[src/rtl/sap_ctrl_pkg.sv]
// rtl/sap_ctrl_pkg.sv - shared constants, control-word bit map and stage encodings for the SAP sequencer
//
// Purpose: one place for opcode values, control-word bit indices, the
// idle (NOP) control word and the T-state encodings seen on the stage port.
// Ports: none (package).
package sap_ctrl_pkg;

    localparam int CTRL_W = 15;

    // Opcodes as they appear in IR[7:4]
    localparam logic [3:0] OP_HLT = 4'h0;
    localparam logic [3:0] OP_NOP = 4'h1;
    localparam logic [3:0] OP_ADD = 4'h2;
    localparam logic [3:0] OP_SUB = 4'h3;
    localparam logic [3:0] OP_LDA = 4'h4;
    localparam logic [3:0] OP_OUT = 4'h5;
    localparam logic [3:0] OP_STA = 4'h6;
    localparam logic [3:0] OP_JMP = 4'h7;

    // Control-word bit indices; *_N bits are active-low datapath pins
    localparam int SIG_OUT_LOAD_N      = 0;
    localparam int SIG_B_LOAD_N        = 1;
    localparam int SIG_ALU_EN          = 2;
    localparam int SIG_ADDER_SUB       = 3;
    localparam int SIG_A_EN            = 4;
    localparam int SIG_A_LOAD_N        = 5;
    localparam int SIG_IR_EN_N         = 6;
    localparam int SIG_IR_LOAD_N       = 7;
    localparam int SIG_RAM_WE_N        = 8;
    localparam int SIG_RAM_EN_N        = 9;
    localparam int SIG_RAM_DATA_LOAD_N = 10;
    localparam int SIG_MAR_ADDR_LOAD_N = 11;
    localparam int SIG_PC_LOAD         = 12;
    localparam int SIG_PC_EN           = 13;
    localparam int SIG_PC_INC          = 14;

    // Every signal deasserted: active-low pins high, active-high pins low
    localparam logic [CTRL_W-1:0] CTRL_NOP = 15'h0FE3;

    typedef enum logic [2:0] {
        ST_T0   = 3'd0,
        ST_T1   = 3'd1,
        ST_T2   = 3'd2,
        ST_T3   = 3'd3,
        ST_T4   = 3'd4,
        ST_T5   = 3'd5,
        ST_WAIT = 3'd6,
        ST_HALT = 3'd7
    } stage_e;

    // One-hot mask for a single control signal
    function automatic logic [CTRL_W-1:0] sig(input int idx);
        logic [CTRL_W-1:0] m;
        m      = '0;
        m[idx] = 1'b1;
        return m;
    endfunction

    // Asserting a signal means flipping it away from its idle level, so an
    // XOR against the NOP word handles active-high and active-low pins alike.
    function automatic logic [CTRL_W-1:0] ctrl_word(input logic [CTRL_W-1:0] asserted);
        return CTRL_NOP ^ asserted;
    endfunction

endpackage

[src/rtl/sap_microsequencer_if.sv]
// rtl/sap_microsequencer_if.sv - opcode/mode inputs and control outputs of the SAP sequencer
//
// Purpose: bundles the sequencer's non-clock signals.
// Signals: opcode[3:0], run_mode, step (driven by master);
//          ctrl[14:0], stage[2:0], halted, instr_done (driven by slave).
interface sap_microsequencer_if;
    import sap_ctrl_pkg::*;

    logic [3:0]        opcode;
    logic              run_mode;
    logic              step;
    logic [CTRL_W-1:0] ctrl;
    logic [2:0]        stage;
    logic              halted;
    logic              instr_done;

    modport master (
        output opcode, run_mode, step,
        input  ctrl, stage, halted, instr_done
    );

    modport slave (
        input  opcode, run_mode, step,
        output ctrl, stage, halted, instr_done
    );

endinterface

[src/rtl/sap_microcode_rom.sv]
// rtl/sap_microcode_rom.sv - combinational microcode: (stage, opcode) -> control word and last-stage flag
//
// Purpose: holds the fetch and execute control words for every instruction.
// Ports: stage  in  current T-state (WAIT/HALT give NOP)
//        opcode in  live opcode at T3, latched opcode at T4/T5
//        ctrl   out control word
//        last   out this stage ends the instruction (never set for HLT)
module sap_microcode_rom
    import sap_ctrl_pkg::*;
(
    input  stage_e            stage,
    input  logic [3:0]        opcode,
    output logic [CTRL_W-1:0] ctrl,
    output logic              last
);

    always_comb begin
        ctrl = CTRL_NOP;
        last = 1'b0;
        case (stage)
            ST_T0: ctrl = ctrl_word(sig(SIG_PC_EN) | sig(SIG_MAR_ADDR_LOAD_N));
            ST_T1: ctrl = ctrl_word(sig(SIG_PC_INC));
            ST_T2: ctrl = ctrl_word(sig(SIG_RAM_EN_N) | sig(SIG_IR_LOAD_N));
            ST_T3: begin
                case (opcode)
                    OP_HLT: last = 1'b0;
                    OP_LDA, OP_ADD, OP_SUB, OP_STA:
                        ctrl = ctrl_word(sig(SIG_IR_EN_N) | sig(SIG_MAR_ADDR_LOAD_N));
                    OP_OUT: begin
                        ctrl = ctrl_word(sig(SIG_A_EN) | sig(SIG_OUT_LOAD_N));
                        last = 1'b1;
                    end
                    OP_JMP: begin
                        ctrl = ctrl_word(sig(SIG_IR_EN_N) | sig(SIG_PC_LOAD));
                        last = 1'b1;
                    end
                    default: last = 1'b1;
                endcase
            end
            ST_T4: begin
                case (opcode)
                    OP_LDA: begin
                        ctrl = ctrl_word(sig(SIG_RAM_EN_N) | sig(SIG_A_LOAD_N));
                        last = 1'b1;
                    end
                    OP_ADD, OP_SUB:
                        ctrl = ctrl_word(sig(SIG_RAM_EN_N) | sig(SIG_B_LOAD_N));
                    OP_STA:
                        ctrl = ctrl_word(sig(SIG_A_EN) | sig(SIG_RAM_DATA_LOAD_N));
                    // Unreachable for other opcodes; ending here keeps the FSM safe
                    default: last = 1'b1;
                endcase
            end
            ST_T5: begin
                last = 1'b1;
                case (opcode)
                    OP_ADD: ctrl = ctrl_word(sig(SIG_ALU_EN) | sig(SIG_A_LOAD_N));
                    OP_SUB: ctrl = ctrl_word(sig(SIG_ALU_EN) | sig(SIG_ADDER_SUB) | sig(SIG_A_LOAD_N));
                    OP_STA: ctrl = ctrl_word(sig(SIG_RAM_WE_N));
                    default: ctrl = CTRL_NOP;
                endcase
            end
            default: ctrl = CTRL_NOP;
        endcase
    end

endmodule

[src/rtl/sap_microsequencer.sv]
// rtl/sap_microsequencer.sv - T-state sequencer for the 8-bit SAP CPU
//
// Purpose: steps WAIT/T0..T5/HALT, latches the opcode, detects step
// triggers and decodes the control word through the microcode ROM.
// Ports: clk, rst_n (synchronous, active-low)
//        bus.opcode/run_mode/step  in
//        bus.ctrl/stage/halted/instr_done  out
// Parameter: STEP_EDGE 1 = step acts on its rising edge, 0 = level.
module sap_microsequencer
    import sap_ctrl_pkg::*;
#(
    parameter bit STEP_EDGE = 1'b1
) (
    input  logic                  clk,
    input  logic                  rst_n,
    sap_microsequencer_if.slave   bus
);

    stage_e            state_q, state_d;
    logic [3:0]        op_q, op_d;
    logic              step_q, step_d;
    logic              step_trig;
    logic              is_hlt;
    logic [3:0]        rom_op;
    logic [CTRL_W-1:0] rom_ctrl;
    logic              rom_last;

    // The opcode register only becomes valid at the end of T3, so T3 itself
    // must decode the live IR field.
    assign rom_op = (state_q == ST_T3) ? bus.opcode : op_q;

    sap_microcode_rom u_rom (
        .stage  (state_q),
        .opcode (rom_op),
        .ctrl   (rom_ctrl),
        .last   (rom_last)
    );

    always_comb begin
        step_d    = bus.step;
        step_trig = STEP_EDGE ? (bus.step & ~step_q) : bus.step;
        op_d      = (state_q == ST_T3) ? bus.opcode : op_q;
        is_hlt    = (state_q == ST_T3) && (bus.opcode == OP_HLT);
        state_d   = state_q;
        case (state_q)
            ST_WAIT: if (bus.run_mode || step_trig) state_d = ST_T0;
            ST_T0:   state_d = ST_T1;
            ST_T1:   state_d = ST_T2;
            ST_T2:   state_d = ST_T3;
            ST_T3, ST_T4, ST_T5: begin
                if (is_hlt)
                    state_d = ST_HALT;
                else if (rom_last)
                    // run_mode only matters here, at the instruction boundary
                    state_d = bus.run_mode ? ST_T0 : ST_WAIT;
                else if (state_q == ST_T3)
                    state_d = ST_T4;
                else if (state_q == ST_T4)
                    state_d = ST_T5;
                else
                    state_d = ST_WAIT;
            end
            ST_HALT: state_d = ST_HALT;
            default: state_d = ST_WAIT;
        endcase
    end

    always_ff @(posedge clk) begin
        if (!rst_n) begin
            state_q <= ST_WAIT;
            op_q    <= 4'h0;
            step_q  <= 1'b0;
        end else begin
            state_q <= state_d;
            op_q    <= op_d;
            step_q  <= step_d;
        end
    end

    assign bus.ctrl       = rom_ctrl;
    assign bus.stage      = state_q;
    assign bus.halted     = (state_q == ST_HALT);
    assign bus.instr_done = rom_last;

endmodule
[src/flat_wrapper.sv]
// flat-port wrapper written by rule: the top's interface ports become plain ports
module sap_microsequencer_flat import sap_ctrl_pkg::*;
#(
    parameter bit STEP_EDGE = 1'b1
)
  (clk, rst_n, bus_opcode, bus_run_mode, bus_step, bus_ctrl, bus_stage, bus_halted, bus_instr_done);
  sap_microsequencer_if bus_i ();
  input  logic clk;
  input  logic rst_n;
  input wire logic [$bits(bus_i.opcode)-1:0] bus_opcode;
  input wire logic [$bits(bus_i.run_mode)-1:0] bus_run_mode;
  input wire logic [$bits(bus_i.step)-1:0] bus_step;
  output wire logic [$bits(bus_i.ctrl)-1:0] bus_ctrl;
  output wire logic [$bits(bus_i.stage)-1:0] bus_stage;
  output wire logic [$bits(bus_i.halted)-1:0] bus_halted;
  output wire logic [$bits(bus_i.instr_done)-1:0] bus_instr_done;
  assign bus_i.opcode = bus_opcode;
  assign bus_i.run_mode = bus_run_mode;
  assign bus_i.step = bus_step;
  assign bus_ctrl = bus_i.ctrl;
  assign bus_stage = bus_i.stage;
  assign bus_halted = bus_i.halted;
  assign bus_instr_done = bus_i.instr_done;
  sap_microsequencer #(.STEP_EDGE(STEP_EDGE)) u_core (.clk(clk), .rst_n(rst_n), .bus(bus_i));
endmodule
[config.mk]
export PLATFORM = sky130hd
export DESIGN_NAME = sap_microsequencer_flat
export DESIGN_NICKNAME = d
export VERILOG_FILES = /design/src/rtl/sap_ctrl_pkg.sv /design/src/rtl/sap_microsequencer_if.sv /design/src/rtl/sap_microcode_rom.sv /design/src/rtl/sap_microsequencer.sv /design/src/flat_wrapper.sv
export SDC_FILE = /design/constraint.sdc
export NUM_CORES = 1
export LEC_CHECK = 0
export ABC_AREA = 0
export BUFFER_PORTS_ARGS = -buffer_cell sky130_fd_sc_hd__buf_2
export CAP_MARGIN = 10
export CORE_MARGIN = 2
export CORE_UTILIZATION = 46
export CTS_CLUSTER_SIZE = 20
export DETAILED_ROUTE_END_ITERATION = 12
export PLACE_DENSITY = 0.84
export SLEW_MARGIN = 20
export SYNTH_ARGS = -nofsm -noshare
export SYNTH_HDL_FRONTEND = slang
export SYNTH_SLANG_ARGS = --single-unit
[constraint.sdc]
create_clock -name clk -period 1.6 [get_ports clk]
set_clock_uncertainty 0.2 [all_clocks]
set_input_delay 0 -clock clk [delete_from_list [all_inputs] [get_ports clk]]
set_output_delay 0 -clock clk [all_outputs]
set_load 0.005 [all_outputs]
==> results of run 1 <==
## flip-flops by register name, summed over array words and instances (netlist names)
signal,flops
u_core.bus.stage,3
u_core.op_q,4
u_core.step_q,1
## cells in the final DEF, fill, tap and decap left out, types with 2 or more instances in the layout
master         instances
o21ai_1                2
nand3_1                3
nor3b_1                2
dfxtp_2                3
nand2b_1               4
mux2i_1                3
nor2_1                 5
dlygate4sd3_1          6
buf_4                 11
dfxtp_1                2
nor3b_2                2
o21ai_0                2
clkbuf_4               3
buf_2                 27
a21oi_1                4
nor2b_1                7
nor2_2                 2
nand2b_4               3
inv_1                  2
nor3_1                 3
dfxtp_4                3
and2_1                 2
a21o_1                 3
nand2_1                4
## per-layer routing
layer	GRT usage (%)	part of all wire [%]
met3	4.35	4.1
met5	0	0
met1	27.0	41
met2	42.2	54
met4	9.68	1.3
## metrics by stage
stage                     util (%)  TNS (ns)  instance area, um^2
after CTS                     75.6   -0.0395                  996
after floorplan                  -         0                  661
after global placement        64.2         0                  846
after detailed placement      64.2         0                  846
final                         78.5   -0.0680                 1030
after global routing          78.5    -0.180                 1030
## cell families (layout without fill, tap and decap cells)
group	count (synthesis)	count (layout)	synth area share, %
AOI/OAI and AO/OA	22	22	26.3
buffers and inverters	6	50	3.79
DFF	8	8	24.2
muxes	4	4	6.06
and+or+nand+nor	43	43	39.6
## final timing paths
check	depth (start not counted)	to	slack (ns)
hold reg to reg	2	u_core.op_q[1]	0.39
setup / recovery	5	bus_ctrl[3]	-0.07
setup reg to reg	5	u_core.bus.stage[1]	0.11
hold / removal	3	u_core.op_q[3]	-0.09
## final cells by class
cell class,instances,share of cell area [%]
inverters,3,1.09
clock buffers,3,2.18
well taps,15,1.81
flip-flops and latches,8,16.9
repair buffers,44,26.8
multi-input cells,69,51.1
## critical path: stages, from the launching register on
cell and delay, ns:
dfxtp_4 0.35, nand3b_4 0.19, mux2i_4 0.21, nor3b_2 0.20
and2_1 0.15, buf_2 0.10
## power groups by stage
| stage | logic (W) | registers [W] | clock network, W |
|---|---|---|---|
| after floorplan | 0.000224 | 0.000256 | 0 |
| after global placement | 0.000345 | 0.000272 | 0 |
| after detailed placement | 0.000352 | 0.000275 | 0 |
| after CTS | 0.000413 | 0.000269 | 0.000172 |
| after global routing | 0.000487 | 0.000273 | 0.000179 |
| final | 0.000450 | 0.000270 | 0.000168 |
## what timing repair did
item | CTS | global route
buffers inserted | 4 | 2
pin swaps | 2 | 2
resized for setup | 13 | 10
endpoints found under the hold margin | 8 | 1
endpoints found under the setup margin | 13 | 14
==> flow_summary.ini, run 1 <==
[route]
vias = 795
viasPerCell = 5.60
dr.pass1.iters = 6
wl_per_cell_um = 14.0
drt-total-wl_mm = 1.99
drc = 0
first_iter_violations = 12
postRouteAntennaNets = 0

[critical_path]
end_kind = output pin
required_ns = 1.40
crit_arrival_ns = 1.47
timing.rr.start = u_core.bus.stage[2]
critical_path.startpoint = u_core.bus.stage[2]
critPathLaunchType = flop
path_max_fanout = 4
criticalPathCategory = reg -> out

[power]
finalPower_w = 0.000888
switching_share_pct = 37.7
ir_drop_mv = 0.599
p_int_w = 0.000553
leakage_nw = 0.468
seq_power_share_pct = 30.4
combinationalPowerShare_pct = 50.7
power.share.clock_pct = 19.0
power_density_nw_per_um2 = 859
total_switching_power_w = 0.000335

[cts]
ctsHoldBuffers = 6
cts.sinks = 8
cts_tree = built
cts_root_buf = clkbuf_4
path_clk_slew_ns = 0.06
cts_buffers = 3
insertion_delay_ns = 0.27
clock_path_buffers = 2
cts-htree-levels = 1

[finish]
seqCellArea_um2 = 175
area_growth_pct = 56.6
final_nets = 137
drive_gt1_share_pct = 48.0
nFillCells = 87
multi_input_area_um2 = 529
antenna_cells = 0
finalNonFillerCells = 142

[sta]
setup_ws_ns = -0.0680
slew_headroom_pct = 76.8
rsz0062_at_grt = yes
fmax_mhz = 600
hold_violations = 1
period_minus_slack_ns = 1.67
finalSetupViolCount = 1
post-route-period-util_pct = 104
maxSlewViolCount = 0
worst_pin_slew_ns = 0.347
hold_slack_ns = -0.0886

[die]
die_h_um = 41.9
start_util_pct = 50.1
coreArea_um2 = 1320
io_pins = 28
die_area_um2 = 1760
die_w_um = 41.9
num_rows = 13

[placed_design]
portBuffers = 27
routabilityCongestion = 0.847
dp_cells = 128
pre_cts_slack_ns = 0.0404
hpwl_mm = 1.29

[grt]
grt_first_pass_wirelength_mm = 3.15
grt_use_total_pct = 23.6
grt_pass1_vias = 721
grt_max_degree = 11
antenna_found_initial = 0
grt.overflow.total = 0

[min_path]
holdCritPathClass = in -> reg
hp-start = bus_opcode[3]

[yosys]
yosys.area.top_type = dfxtp_1
yosysMostFrequentCell = dfxtp_1
synthArstFlopShare_pct = 0
synthCells = 83
syn_area_um2 = 661
syn_avg_cell_area_um2 = 7.96
synth_edf_count = 0
ys_seq_elements = 8
yosys_most_used_dff = dfxtp_1
synth_top_area_share_pct = 24.2
netlist_top_cells_count = dfxtp_1 (8), nor2_1 (7), nor2b_1 (7)
syn-num-nets = 91
yosysWarningCount = 0
synth-seq-area-share_pct = 24.2
synth_cell_types = 34
netlist_top_cells_area = dfxtp_1 (24%), nor2b_1 (6.6%), mux2i_1 (6.1%), nand2b_1 (5.7%), nor3b_1 (4.5%)

[outcome]
outcome = finished, violations left
violations = hold timing, setup timing

[flow_run]
cap_violations = 0
Note: power is estimated with default switching activity, not from simulation.
==> run 2: changes to the inputs <==
--- a/config.mk
+++ b/config.mk
@@ -13,6 +13,7 @@
 export CTS_CLUSTER_SIZE = 20
 export DETAILED_ROUTE_END_ITERATION = 12
 export PLACE_DENSITY = 0.84
+export REMOVE_ABC_BUFFERS = 1
 export SLEW_MARGIN = 20
 export SYNTH_ARGS = -nofsm -noshare
 export SYNTH_HDL_FRONTEND = slang
==> run 2 against run 1 <==
Effect of this change: the flow finishes with violations (setup timing); final cell count shrank 1.4%; critical path type unchanged; design area shrank 1.6%; worst hold slack gained 0.092 ns; combinational power shrank 6.9%; setup slack gained 0.066 ns; via count shrank 3.9%; maximum frequency grew 4.1%; core utilization shrank 1.2 points; critical endpoint unchanged; highest routed layer unchanged.
==> flow_summary.ini, run 2 (same netlist as run 1, synthesis figures left out) <==
[outcome]
outcome = finished, violations left
violations = setup timing

[cts]
cts-htree-levels = 1
clock_path_buffers = 2
cts.sinks = 8
cts_tree = built
path_clk_slew_ns = 0.05
cts_root_buf = clkbuf_4
insertion_delay_ns = 0.25
cts_buffers = 3

[finish]
nFillCells = 104
layout_common_cells = buf_2 (27), buf_4 (9), nor2b_1 (7)
area_growth_pct = 54.2
final_common_cell = buf_2
final_nets = 135
antenna_cells = 0
regMostFlops = u_core.op_q
drive_gt1_share_pct = 46.4
largest_reg_flops = 4

[power]
power.share.clock_pct = 17.4
power_density_nw_per_um2 = 823
ir_drop_mv = 0.566
seq_power_share_pct = 32.5
combinationalPowerShare_pct = 50.0
p_int_w = 0.000534
total_switching_power_w = 0.000304
switching_share_pct = 36.3
leakage_nw = 0.452

[sta]
setup_tns_ns = -0.00242
slew_headroom_pct = 77.7
setup_ws_ns = -0.00242
hold_violations = 0
fmax_mhz = 624
worst_pin_slew_ns = 0.334
post-route-period-util_pct = 100
maxSlewViolCount = 0
finalSetupViolCount = 1
period_minus_slack_ns = 1.60
rsz0062_at_grt = yes

[route]
drt-total-wl_mm = 1.91
wl_per_cell_um = 13.7
viasPerCell = 5.46
dr.pass1.iters = 4
postRouteAntennaNets = 0
first_iter_violations = 19
drc = 0
vias = 764

[grt]
grt_use_total_pct = 22.7
grt_max_degree = 10
antenna_found_initial = 0
grt_first_pass_wirelength_mm = 3.04
grt_pass1_vias = 702
grt.overflow.total = 0

[die]
die_area_um2 = 1760
start_util_pct = 50.1
coreArea_um2 = 1320
die_h_um = 41.9
num_rows = 13
die_w_um = 41.9
io_pins = 28

[critical_path]
criticalPathCategory = reg -> out
critPathLaunchType = flop
path_max_fanout = 3
path_cells = nand3b_4 -> mux2i_4 -> nor3b_2 -> and2_1 -> buf_2
cp_slowest_cell = dfxtp_4
required_ns = 1.40
end_kind = output pin
cp_slowest_stage_delay_ns = 0.34
crit_arrival_ns = 1.40

[placed_design]
routabilityCongestion = 0.877
pre_cts_slack_ns = 0.0745
portBuffers = 27
hpwl_mm = 1.32

[min_path]
holdCritPathClass = in -> reg

[flow_run]
cap_violations = 0
[run 2: cell count changes in the layout (fill, tap and decap cells not counted), sizes merged]
cell | before | now
buf | 38 | 36
[run 2: metrics by stage]
step	hold slack, ns	cells	cell area [um^2]	total power (W)	utilization [%]
after global placement	0.0200	128	846	0.000614	64.2
after global routing	0.0421	140	1020	0.000898	77.3
after floorplan	-0.128	80	647	0.000468	-
final	0.00344	140	1020	0.000838	77.3
after detailed placement	0.0215	128	846	0.000624	64.2
after CTS	0.000953	137	957	0.000809	72.6
[run 2: layout make-up]
cell class                      instances  area, um^2  share of cell area, %
Inverter                                3        11.3                   1.11
Multi-Input combinational cell         69         522                   51.2
Timing Repair Buffer                   42         263                   25.8
Sequential cell                         8         181                   17.8
Clock buffer                            3        22.5                   2.21
Tap cell                               15        18.8                   1.84
[run 2: metal layers]
| metal | global-route usage (%) | part of all wire (%) | routed length (um) | up-vias |
|---|---|---|---|---|
| met5 | 0 | 0 | 0 | - |
| met4 | 8.39 | 0.99 | 19 | 0 |
| met3 | 6.96 | 4.8 | 91 | 2 |
| met2 | 40.6 | 56 | 1070 | 28 |
| met1 | 24.8 | 38 | 732 | 351 |
| li1 | - | - | - | 383 |
[run 2: path summary, 6_finish.rpt]
check | slack (ns) | startpoint | depth (start not counted) | endpoint
setup / recovery | -0.002 | u_core.bus.stage[2] | 5 | bus_ctrl[3]
hold reg to reg | 0.36 | u_core.op_q[1] | 2 | u_core.op_q[1]
hold / removal | 0.003 | bus_run_mode | 4 | u_core.bus.stage[2]
setup reg to reg | 0.08 | u_core.bus.stage[2] | 6 | u_core.bus.stage[1]
[run 2: worst max-delay path, delay by kind of cell (launching register included)]
| kind | cells | cell delay (ns) |
|---|---|---|
| mux | 1 | 0.21 |
| simple gates | 3 | 0.49 |
| buf+inv | 1 | 0.10 |
| flops | 1 | 0.34 |
[run 2: power by group through the flow]
| stage | Sequential [W] | Combinational (W) | Clock [W] |
|---|---|---|---|
| finish | 0.000273 | 0.000419 | 0.000146 |
| global route | 0.000278 | 0.000460 | 0.000161 |
| CTS | 0.000274 | 0.000381 | 0.000154 |
| detailed placement | 0.000271 | 0.000354 | 0 |
| global placement | 0.000268 | 0.000346 | 0 |
| floorplan | 0.000291 | 0.000177 | 0 |
[run 2: repair_timing]
action | CTS | global route
gates resized for setup | 10 | 13
hold buffers | 6 | 0
setup buffers | 1 | 3
setup endpoints to repair | 9 | 11
pin swaps | 0 | 3
hold endpoints to repair | 8 | 0
==> run 3: changes to the inputs <==
--- a/config.mk
+++ b/config.mk
@@ -10,9 +10,10 @@
 export CAP_MARGIN = 10
 export CORE_MARGIN = 2
 export CORE_UTILIZATION = 46
+export CTS_CLUSTER_DIAMETER = 40
 export CTS_CLUSTER_SIZE = 20
 export DETAILED_ROUTE_END_ITERATION = 12
-export PLACE_DENSITY = 0.84
+export PLACE_DENSITY = 0.77
 export REMOVE_ABC_BUFFERS = 1
 export SLEW_MARGIN = 20
 export SYNTH_ARGS = -nofsm -noshare
==> run 3 against run 2 <==
Effect of this change: the flow finishes with violations (hold timing, setup timing); core utilization up 1.0 points; design area increased by 1.4%; highest routed layer unchanged; global-route usage shrank 0.59 points; via count grew 0.39%; wire length unchanged; first-iteration DRC count up 21%; register-to-register slack about the same.
==> flow_summary.ini, run 3 (same netlist as run 1, synthesis figures left out) <==
[critical_path]
r2r_setup_slack_ns = 0.08
timing.rr.end = u_core.bus.stage[0]
crit_arrival_ns = 1.41
criticalPathCategory = reg -> out
path_max_fanout = 4
timing.rr.start = u_core.bus.stage[2]
cp_slowest_cell = dfxtp_4
required_ns = 1.40
end_kind = output pin
critPathLaunchType = flop
path_cells = nand3b_4 -> mux2i_4 -> nor3b_2 -> and2_1 -> buf_2
cp_slowest_stage_delay_ns = 0.34
rr_worst_depth = 6

[sta]
setup_ws_ns = -0.0121
period_minus_slack_ns = 1.61
hold_slack_ns = -0.0848
finalSetupViolCount = 1
setup_tns_ns = -0.0121
hold_violations = 1
maxSlewViolCount = 0
slew_headroom_pct = 76.1
rsz0062_at_grt = yes
worst_pin_slew_ns = 0.358
post-route-period-util_pct = 101
fmax_mhz = 620

[route]
first_iter_violations = 23
viasPerCell = 5.52
drc = 0
postRouteAntennaNets = 0
drt-total-wl_mm = 1.91
vias = 767
wl_per_cell_um = 13.8
dr.pass1.iters = 4

[finish]
nFillCells = 90
antenna_cells = 0
largest_reg_flops = 4
seqCellArea_um2 = 176
final_cell_area_um2 = 1030
drive_gt1_share_pct = 48.4
regMostFlops = u_core.op_q
area_growth_pct = 56.2
final_nets = 134
finalNonFillerCells = 139
layout_common_cells = buf_2 (27), buf_4 (8), nor2b_1 (7)
final_core_util_pct = 78.3
final_common_cell = buf_2
multi_input_area_um2 = 548

[outcome]
outcome = finished, violations left
violations = hold timing, setup timing

[cts]
cts_root_buf = clkbuf_4
clock_path_buffers = 2
path_clk_slew_ns = 0.05
ctsHoldBuffers = 6
cts-htree-levels = 1
insertion_delay_ns = 0.26
cts_tree = built
cts_buffers = 3
cts.sinks = 8

[die]
io_pins = 28
num_rows = 13
die_w_um = 41.9
die_h_um = 41.9
coreArea_um2 = 1320
die_area_um2 = 1760
start_util_pct = 50.1

[power]
ir_drop_mv = 0.697
leakage_nw = 0.457
finalPower_w = 0.000873
power_density_nw_per_um2 = 845

[placed_design]
dp_cells = 126
portBuffers = 27
routabilityCongestion = 0.804
place_area_um2 = 831
hpwl_mm = 1.23

[min_path]
hold_depth = 3
holdCritPathClass = in -> reg
min_to = u_core.op_q[3]
hp-start = bus_opcode[3]

[grt]
antenna_found_initial = 0
grt_use_total_pct = 22.1
grt_max_degree = 20
grt_first_pass_wirelength_mm = 3.02
grt_pass1_vias = 705
grt.overflow.total = 0

[flow_run]
cap_violations = 0
[run 3: layout make-up]
type / instances / area share, %
Sequential cell: 8 / 17.1
Timing Repair Buffer: 41 / 24.7
Inverter: 3 / 1.09
Clock buffer: 3 / 2.18
Multi-Input combinational cell: 69 / 53.1
Tap cell: 15 / 1.82
[run 3: timing repair]
action                     4_1_cts  5_1_grt
setup endpoints to repair       12       14
buffers inserted                 4        1
hold endpoints to repair         8        1
pin swaps                        3        5
gates resized for setup         12       15
[run 3: worst max-delay path by stage]
| stage | cells past startpoint | endpoint | start |
|---|---|---|---|
| detailed placement | 4 | u_core.bus.stage[1] | u_core.bus.stage[1] |
| global route | 5 | bus_ctrl[3] | u_core.bus.stage[2] |
| finish | 5 | bus_ctrl[3] | u_core.bus.stage[2] |
| global placement | 4 | u_core.bus.stage[1] | u_core.bus.stage[1] |
| CTS | 5 | bus_ctrl[4] | u_core.op_q[3] |
| floorplan | 4 | u_core.bus.stage[1] | u_core.bus.stage[0] |
[run 3: layer usage]
layer	vias up	share of wire (%)	track usage, %
met3	4	4.2	3.04
met4	0	1.2	9.03
met5	-	0	0
met2	25	53	38.8
met1	354	42	26.8
li1	384	-	-
[run 3: critical path: cells and delay by family (launching register included)]
family / cells / cell delay [ns]
buf+inv: 1 / 0.10
flops: 1 / 0.34
mux: 1 / 0.21
simple gates: 3 / 0.51
[run 3: stage by stage]
stage	worst slack [ns]	hold slack, ns
floorplan	-0.0169	-0.128
global placement	0.0521	0.0197
detailed placement	0.0341	0.0244
CTS	-0.0157	-0.0939
global route	-0.0847	-0.0575
finish	-0.0121	-0.0848
[run 3: report_power, final]
part	switching, W	internal (W)
sequential	0.0000324	0.000231
combinational	0.000228	0.000223
clock	0.0000725	0.0000861
